## src/rtl/dmem_arbiter_pkg.sv

```systemverilog
// Shared types for the data-memory arbiter: FSM states, port ids, debug view.
// The memory-clear feature is enabled in the top by defining DMEM_ARB_CLEAR_EN.
package dmem_arb_pkg;

  typedef enum logic {
    ST_CLEAR = 1'b0,
    ST_RUN   = 1'b1
  } state_e;

  typedef enum logic {
    PORT_C = 1'b0,
    PORT_D = 1'b1
  } port_e;

  // Observation point for checkers: FSM state and the port that won last.
  typedef struct packed {
    state_e state;
    port_e  last_gnt;
  } dbg_t;

  localparam int DEFAULT_DATA_SIZE = 8;
  localparam int DEFAULT_ADDR_SIZE = 5;

  function automatic int depth_of(input int addr_size);
    return 1 << addr_size;
  endfunction

  localparam int DEFAULT_DEPTH = depth_of(DEFAULT_ADDR_SIZE);

endpackage

```

## src/rtl/dmem_arbiter_rr_arb2.sv

```systemverilog
// Two-way round-robin grant with a last-winner register.
// Grants are combinational; a tie goes to the port that did not win last.
module rr_arb2
  import dmem_arb_pkg::*;
(
  input  logic  clk,
  input  logic  rst,
  input  logic  i_en,
  input  logic  i_req_c,
  input  logic  i_req_d,
  output logic  o_gnt_c,
  output logic  o_gnt_d,
  output port_e o_last_gnt
);

  port_e r_last_gnt;
  logic  w_gnt_c;
  logic  w_gnt_d;

  // Nothing is granted while in reset or while the owner disables arbitration.
  always_comb begin
    w_gnt_c = 1'b0;
    w_gnt_d = 1'b0;
    if (i_en && !rst) begin
      if (i_req_c && i_req_d) begin
        if (r_last_gnt == PORT_D) w_gnt_c = 1'b1;
        else                      w_gnt_d = 1'b1;
      end else begin
        w_gnt_c = i_req_c;
        w_gnt_d = i_req_d;
      end
    end
  end

  always_ff @(posedge clk) begin
    if (rst) begin
      r_last_gnt <= PORT_D;
    end else if (w_gnt_c) begin
      r_last_gnt <= PORT_C;
    end else if (w_gnt_d) begin
      r_last_gnt <= PORT_D;
    end
  end

  assign o_gnt_c    = w_gnt_c;
  assign o_gnt_d    = w_gnt_d;
  assign o_last_gnt = r_last_gnt;

endmodule

```

## src/rtl/dmem_arbiter.sv

```systemverilog
// Shares a single-port data memory between the core (c_*) and debug/DMA (d_*) ports.
// Define DMEM_ARB_CLEAR_EN to zero the whole memory after every reset.
//
// Handshake: a requester holds req (with we/addr/wdata stable) until it sees gnt
// in the same cycle; the access happens at that clock edge. A granted read
// returns data with rvalid high for exactly the following cycle.
module dmem_arbiter
  import dmem_arb_pkg::*;
#(
  parameter int DATA_SIZE = DEFAULT_DATA_SIZE,
  parameter int ADDR_SIZE = DEFAULT_ADDR_SIZE
) (
  input  logic                 clk,
  input  logic                 rst,
  input  logic                 c_req,
  input  logic                 c_we,
  input  logic [ADDR_SIZE-1:0] c_addr,
  input  logic [DATA_SIZE-1:0] c_wdata,
  output logic                 c_gnt,
  output logic                 c_rvalid,
  output logic [DATA_SIZE-1:0] c_rdata,
  input  logic                 d_req,
  input  logic                 d_we,
  input  logic [ADDR_SIZE-1:0] d_addr,
  input  logic [DATA_SIZE-1:0] d_wdata,
  output logic                 d_gnt,
  output logic                 d_rvalid,
  output logic [DATA_SIZE-1:0] d_rdata,
  output logic                 mem_w,
  output logic [ADDR_SIZE-1:0] mem_addr,
  output logic [DATA_SIZE-1:0] mem_wdata,
  input  logic [DATA_SIZE-1:0] mem_rdata,
  output logic                 busy,
  output dbg_t                 o_dbg
);

  state_e r_state;
  state_e w_state_nxt;
  port_e  w_last_gnt;
  logic   w_run;

`ifdef DMEM_ARB_CLEAR_EN
  localparam int DEPTH = depth_of(ADDR_SIZE);
  localparam logic [ADDR_SIZE-1:0] LAST_ADDR = ADDR_SIZE'(DEPTH - 1);

  logic [ADDR_SIZE-1:0] r_clr_cnt;

  always_ff @(posedge clk) begin
    if (rst) begin
      r_state   <= ST_CLEAR;
      r_clr_cnt <= '0;
    end else begin
      r_state <= w_state_nxt;
      if (r_state == ST_CLEAR) r_clr_cnt <= r_clr_cnt + 1'b1;
    end
  end
`else
  always_ff @(posedge clk) begin
    if (rst) r_state <= ST_RUN;
    else     r_state <= w_state_nxt;
  end
`endif

  assign w_run = (r_state == ST_RUN);

  rr_arb2 u_rr_arb2 (
    .clk        (clk),
    .rst        (rst),
    .i_en       (w_run),
    .i_req_c    (c_req),
    .i_req_d    (d_req),
    .o_gnt_c    (c_gnt),
    .o_gnt_d    (d_gnt),
    .o_last_gnt (w_last_gnt)
  );

  // Next state and the memory-side mux; the clear walk owns the memory outright.
  always_comb begin
    w_state_nxt = r_state;
    mem_w       = 1'b0;
    mem_addr    = '0;
    mem_wdata   = '0;
    busy        = 1'b0;
    case (r_state)
      ST_CLEAR: begin
`ifdef DMEM_ARB_CLEAR_EN
        busy = 1'b1;
        if (!rst) begin
          mem_w    = 1'b1;
          mem_addr = r_clr_cnt;
          if (r_clr_cnt == LAST_ADDR) w_state_nxt = ST_RUN;
        end
`endif
      end
      ST_RUN: begin
`ifdef DMEM_ARB_CLEAR_EN
        busy = rst;
`endif
        if (c_gnt) begin
          mem_w     = c_we;
          mem_addr  = c_addr;
          mem_wdata = c_wdata;
        end else if (d_gnt) begin
          mem_w     = d_we;
          mem_addr  = d_addr;
          mem_wdata = d_wdata;
        end
      end
    endcase
  end

  // Read return: capture at the grant edge, data stays until that port reads again.
  always_ff @(posedge clk) begin
    if (rst) begin
      c_rvalid <= 1'b0;
      d_rvalid <= 1'b0;
      c_rdata  <= '0;
      d_rdata  <= '0;
    end else begin
      c_rvalid <= c_gnt && !c_we;
      d_rvalid <= d_gnt && !d_we;
      if (c_gnt && !c_we) c_rdata <= mem_rdata;
      if (d_gnt && !d_we) d_rdata <= mem_rdata;
    end
  end

  assign o_dbg.state    = r_state;
  assign o_dbg.last_gnt = w_last_gnt;

endmodule

```

## config.mk

```make
export PLATFORM = sky130hd
export DESIGN_NAME = dmem_arbiter
export DESIGN_NICKNAME = d
export VERILOG_FILES = /design/src/rtl/dmem_arbiter_pkg.sv /design/src/rtl/dmem_arbiter_rr_arb2.sv /design/src/rtl/dmem_arbiter.sv
export SDC_FILE = /design/constraint.sdc
export NUM_CORES = 1
export LEC_CHECK = 0
export BUFFER_PORTS_ARGS = -buffer_cell sky130_fd_sc_hd__buf_2
export CAP_MARGIN = 0
export CORE_UTILIZATION = 39
export CTS_CLUSTER_SIZE = 8
export DETAILED_ROUTE_END_ITERATION = 8
export HOLD_SLACK_MARGIN = 0.15
export MAX_ROUTING_LAYER = met4
export PLACE_DENSITY = 0.78
export SLEW_MARGIN = 40
export SYNTH_ARGS = -nofsm -noshare
export SYNTH_HDL_FRONTEND = slang
export SYNTH_HIERARCHICAL = 1
export SYNTH_SLANG_ARGS = --single-unit
```

## constraint.sdc

```tcl
create_clock -name clk -period 1.6 [get_ports clk]
set_input_delay 0.08 -clock clk [delete_from_list [all_inputs] [get_ports clk]]
set_output_delay 0.08 -clock clk [all_outputs]
set_load 0.05 [all_outputs]
```

==> impl_results.md <==
- GP Congestion: 0.765
- Max VDD drop: 0.515 mV
- Clock-pin slew on the worst setup and hold paths: 0.11 ns
- Period minus WS final: 1.62 ns
- Mapped Avg Cell Area: 9.63 sq um
- Fin cells: 225
- IO Pins: 77
- Chip Width: 53.2 microns
- Final number of hold-violating endpoints: 0
- GRT Overall Usage: 22.8%
- N_diodes: 0
- WHS Path Cells: 3
- Num rows: 18
- Crit Reg-Reg Startpoint: u_rr_arb2/o_last_gnt
- Final HPWL DP: 2030 microns
- # Max-Cap Violations: 0
- Synthesized area: 1020 sq um
- Largest net degree at the start of global routing: 27
- Flop2flop setup slack: 0.19 ns
- CTS tree: yes
- Hold Path End: c_rvalid
- Area contributors post-synth: dfxtp_1 (37%), nand2b_1 (16%), mux2i_1 (16%), a22o_1 (10%), buf_6 (3.3%)
- Number of flops mapped to enable cells by yosys: 0
- Area share of the largest cell type after synthesis: 37.3%
- Most common cell in the netlist: nand2b_1
- PwrDens: 620 nW/um^2
- Vias per cell: 4.72
- Vias in the first global route: 1,013
- Antenna violations before repair: 0
- Max Fclk: 617 MHz
- CP Max Fanout: 12
- Warnings from Yosys: 6
- Seq/Total Area, Yosys: 37.3%
- Final cycle utilization of the critical path: 101%
- Avg WL per Cell: 13.6 microns
- Initial core utilization: 41.2%
- Max Clock Skew: 0.00471 ns
- RSZ-0062 raised after global routing: yes
- Area leader, netlist: dfxtp_1
- Cells after synthesis: 106
- Status: complete, but fails checks
- CTS buffer count: 3
- Die footprint: 2830 sq um
- Layout cells sized above 1: 52.3%
- Clk_lat worst skew: 0.30 ns
- Dpl ws: 0.121 ns
- Netlist cell types: 19
- Critical Path RT: 1.52 ns
- Port-buffer cells: 74
- Area grow syn2layout: 69.5%
- Startpoint Class: flop
- Clock sink count: 19
- Synth top cells by count: nand2b_1 (26), dfxtp_1 (19), mux2i_1 (16), a22o_1 (12)
- Synthesis-stage register bit count: 19
- WHS: 0.221 ns
- Sequential cell area: 384 sq um
- Routed Wire Length: 3070 microns
- FF-to-FF End: u_rr_arb2/o_last_gnt
- Clk root buf: clkbuf_4
- Core area: 2480 sq um
- Worst Setup End Kind: output pin
- DRC: 0
- Vias post-DR: 1,062
- Grt ovf: 0
- Nets: 236
- HP Start: rst
- Leakage: 0.879 nW
- Final ANT Viol Nets: 0
- H-tree depth: 1
- First-pass GRT wire length: 4440 microns
- Final worst slack: -0.0197 ns
- Critical Path AT: 1.54 ns
- Pre-antenna DRT Iters: 3
- Cells on worst reg2reg path: 4
- Multi-input logic area: 622 sq um
- Top FF cell, synth: dfxtp_1
- Die Y: 53.2 microns
- Failing checks: negative setup slack
- HP Class: in2reg
- Final Slew Violations: 0
- Clock tree buffer depth: 2
- First DRT Iteration DRCs: 5
- Post-synth ARST share: 0%
- Worst Path Class, Setup: reg2out
- Final setup fails: 10
- Placed Cells: 205
- Fillers: 210
[flip-flops by register name (all words and copies together) (netlist names)]
name                  flops
c_rdata                   8
c_rvalid                  1
d_rdata                   8
d_rvalid                  1
u_rr_arb2/o_last_gnt      1
[through the flow]
stage	setup TNS, ns	instance area, sq um	total power (W)	utilization (%)
global route	-0.635	1730	0.00111	69.8
detailed placement	0	1440	0.000776	57.9
finish	-0.124	1730	0.00107	69.8
floorplan	-0.397	1080	0.000695	-
global placement	0	1440	0.000769	57.9
CTS	-0.0921	1700	0.00107	68.5
[routing by layer]
layer	share of wire [%]	vias to the layer above	GRT usage [%]
met5	0	-	-
met2	57	39	43.5
met4	3.6	0	12.7
li1	-	528	-
met1	35	483	21.6
met3	4.7	12	3.45
[critical path, stage by stage, from the launching register on]
cell,delay (ns)
dfxtp_4,0.39
inv_2,0.05
a21oi_4,0.21
nor2b_4,0.07
buf_12,0.14
a22o_4,0.22
buf_8,0.15
[power by group]
| part | total, W | internal (W) | switching [W] | leakage, nW |
|---|---|---|---|---|
| logic | 0.000339 | 0.000147 | 0.000193 | 0.711 |
| registers | 0.000489 | 0.000482 | 0.00000668 | 0.154 |
| clock network | 0.000245 | 0.0000971 | 0.000148 | 0.0150 |
| total | 0.00107 | 0.000726 | 0.000347 | 0.879 |
[repair_timing]
action	4_1_cts	5_1_grt
hold buffers	11	0
pin swaps	2	0
endpoints found under the setup margin	14	14
setup buffers	4	3
endpoints found under the hold margin	17	0
gates resized for setup	29	5
[kinds of logic after synthesis]
family	share of synthesized area, %
other cells	0.736
compound gates	13.8
simple gates	23.5
buf+inv	8.95
mux	15.7
flops	37.3
[how the worst max path moves through the flow]
stage                         startpoint            to  slack, ns  cells after the start
floorplan           u_rr_arb2/o_last_gnt   mem_addr[2]      -0.20                      6
global placement                     rst  mem_wdata[2]       0.22                      6
detailed placement                   rst  mem_wdata[6]       0.12                      6
CTS                 u_rr_arb2/o_last_gnt  mem_wdata[6]      -0.02                      6
global route        u_rr_arb2/o_last_gnt  mem_wdata[0]      -0.06                      6
finish              u_rr_arb2/o_last_gnt  mem_wdata[3]      -0.02                      6
[placed cells by master, fill, tap and decap left out, types with 4 or more instances in the layout]
master	count
dlygate4sd3_1	11
a22o_2	7
buf_6	11
conb_1	6
nand2b_1	26
dfxtp_1	18
buf_2	60
buf_4	7
mux2i_1	16
nand2_1	4
[cell type report]
class                      instances  share of cell area, %
clock buffer                       4                   1.52
inverter                           1                  0.217
multi-input combinational         78                   35.9
sequential                        19                   22.2
tap                               30                   2.17
timing repair buffer              93                   38.0
Power figures use the tool's default switching activity.
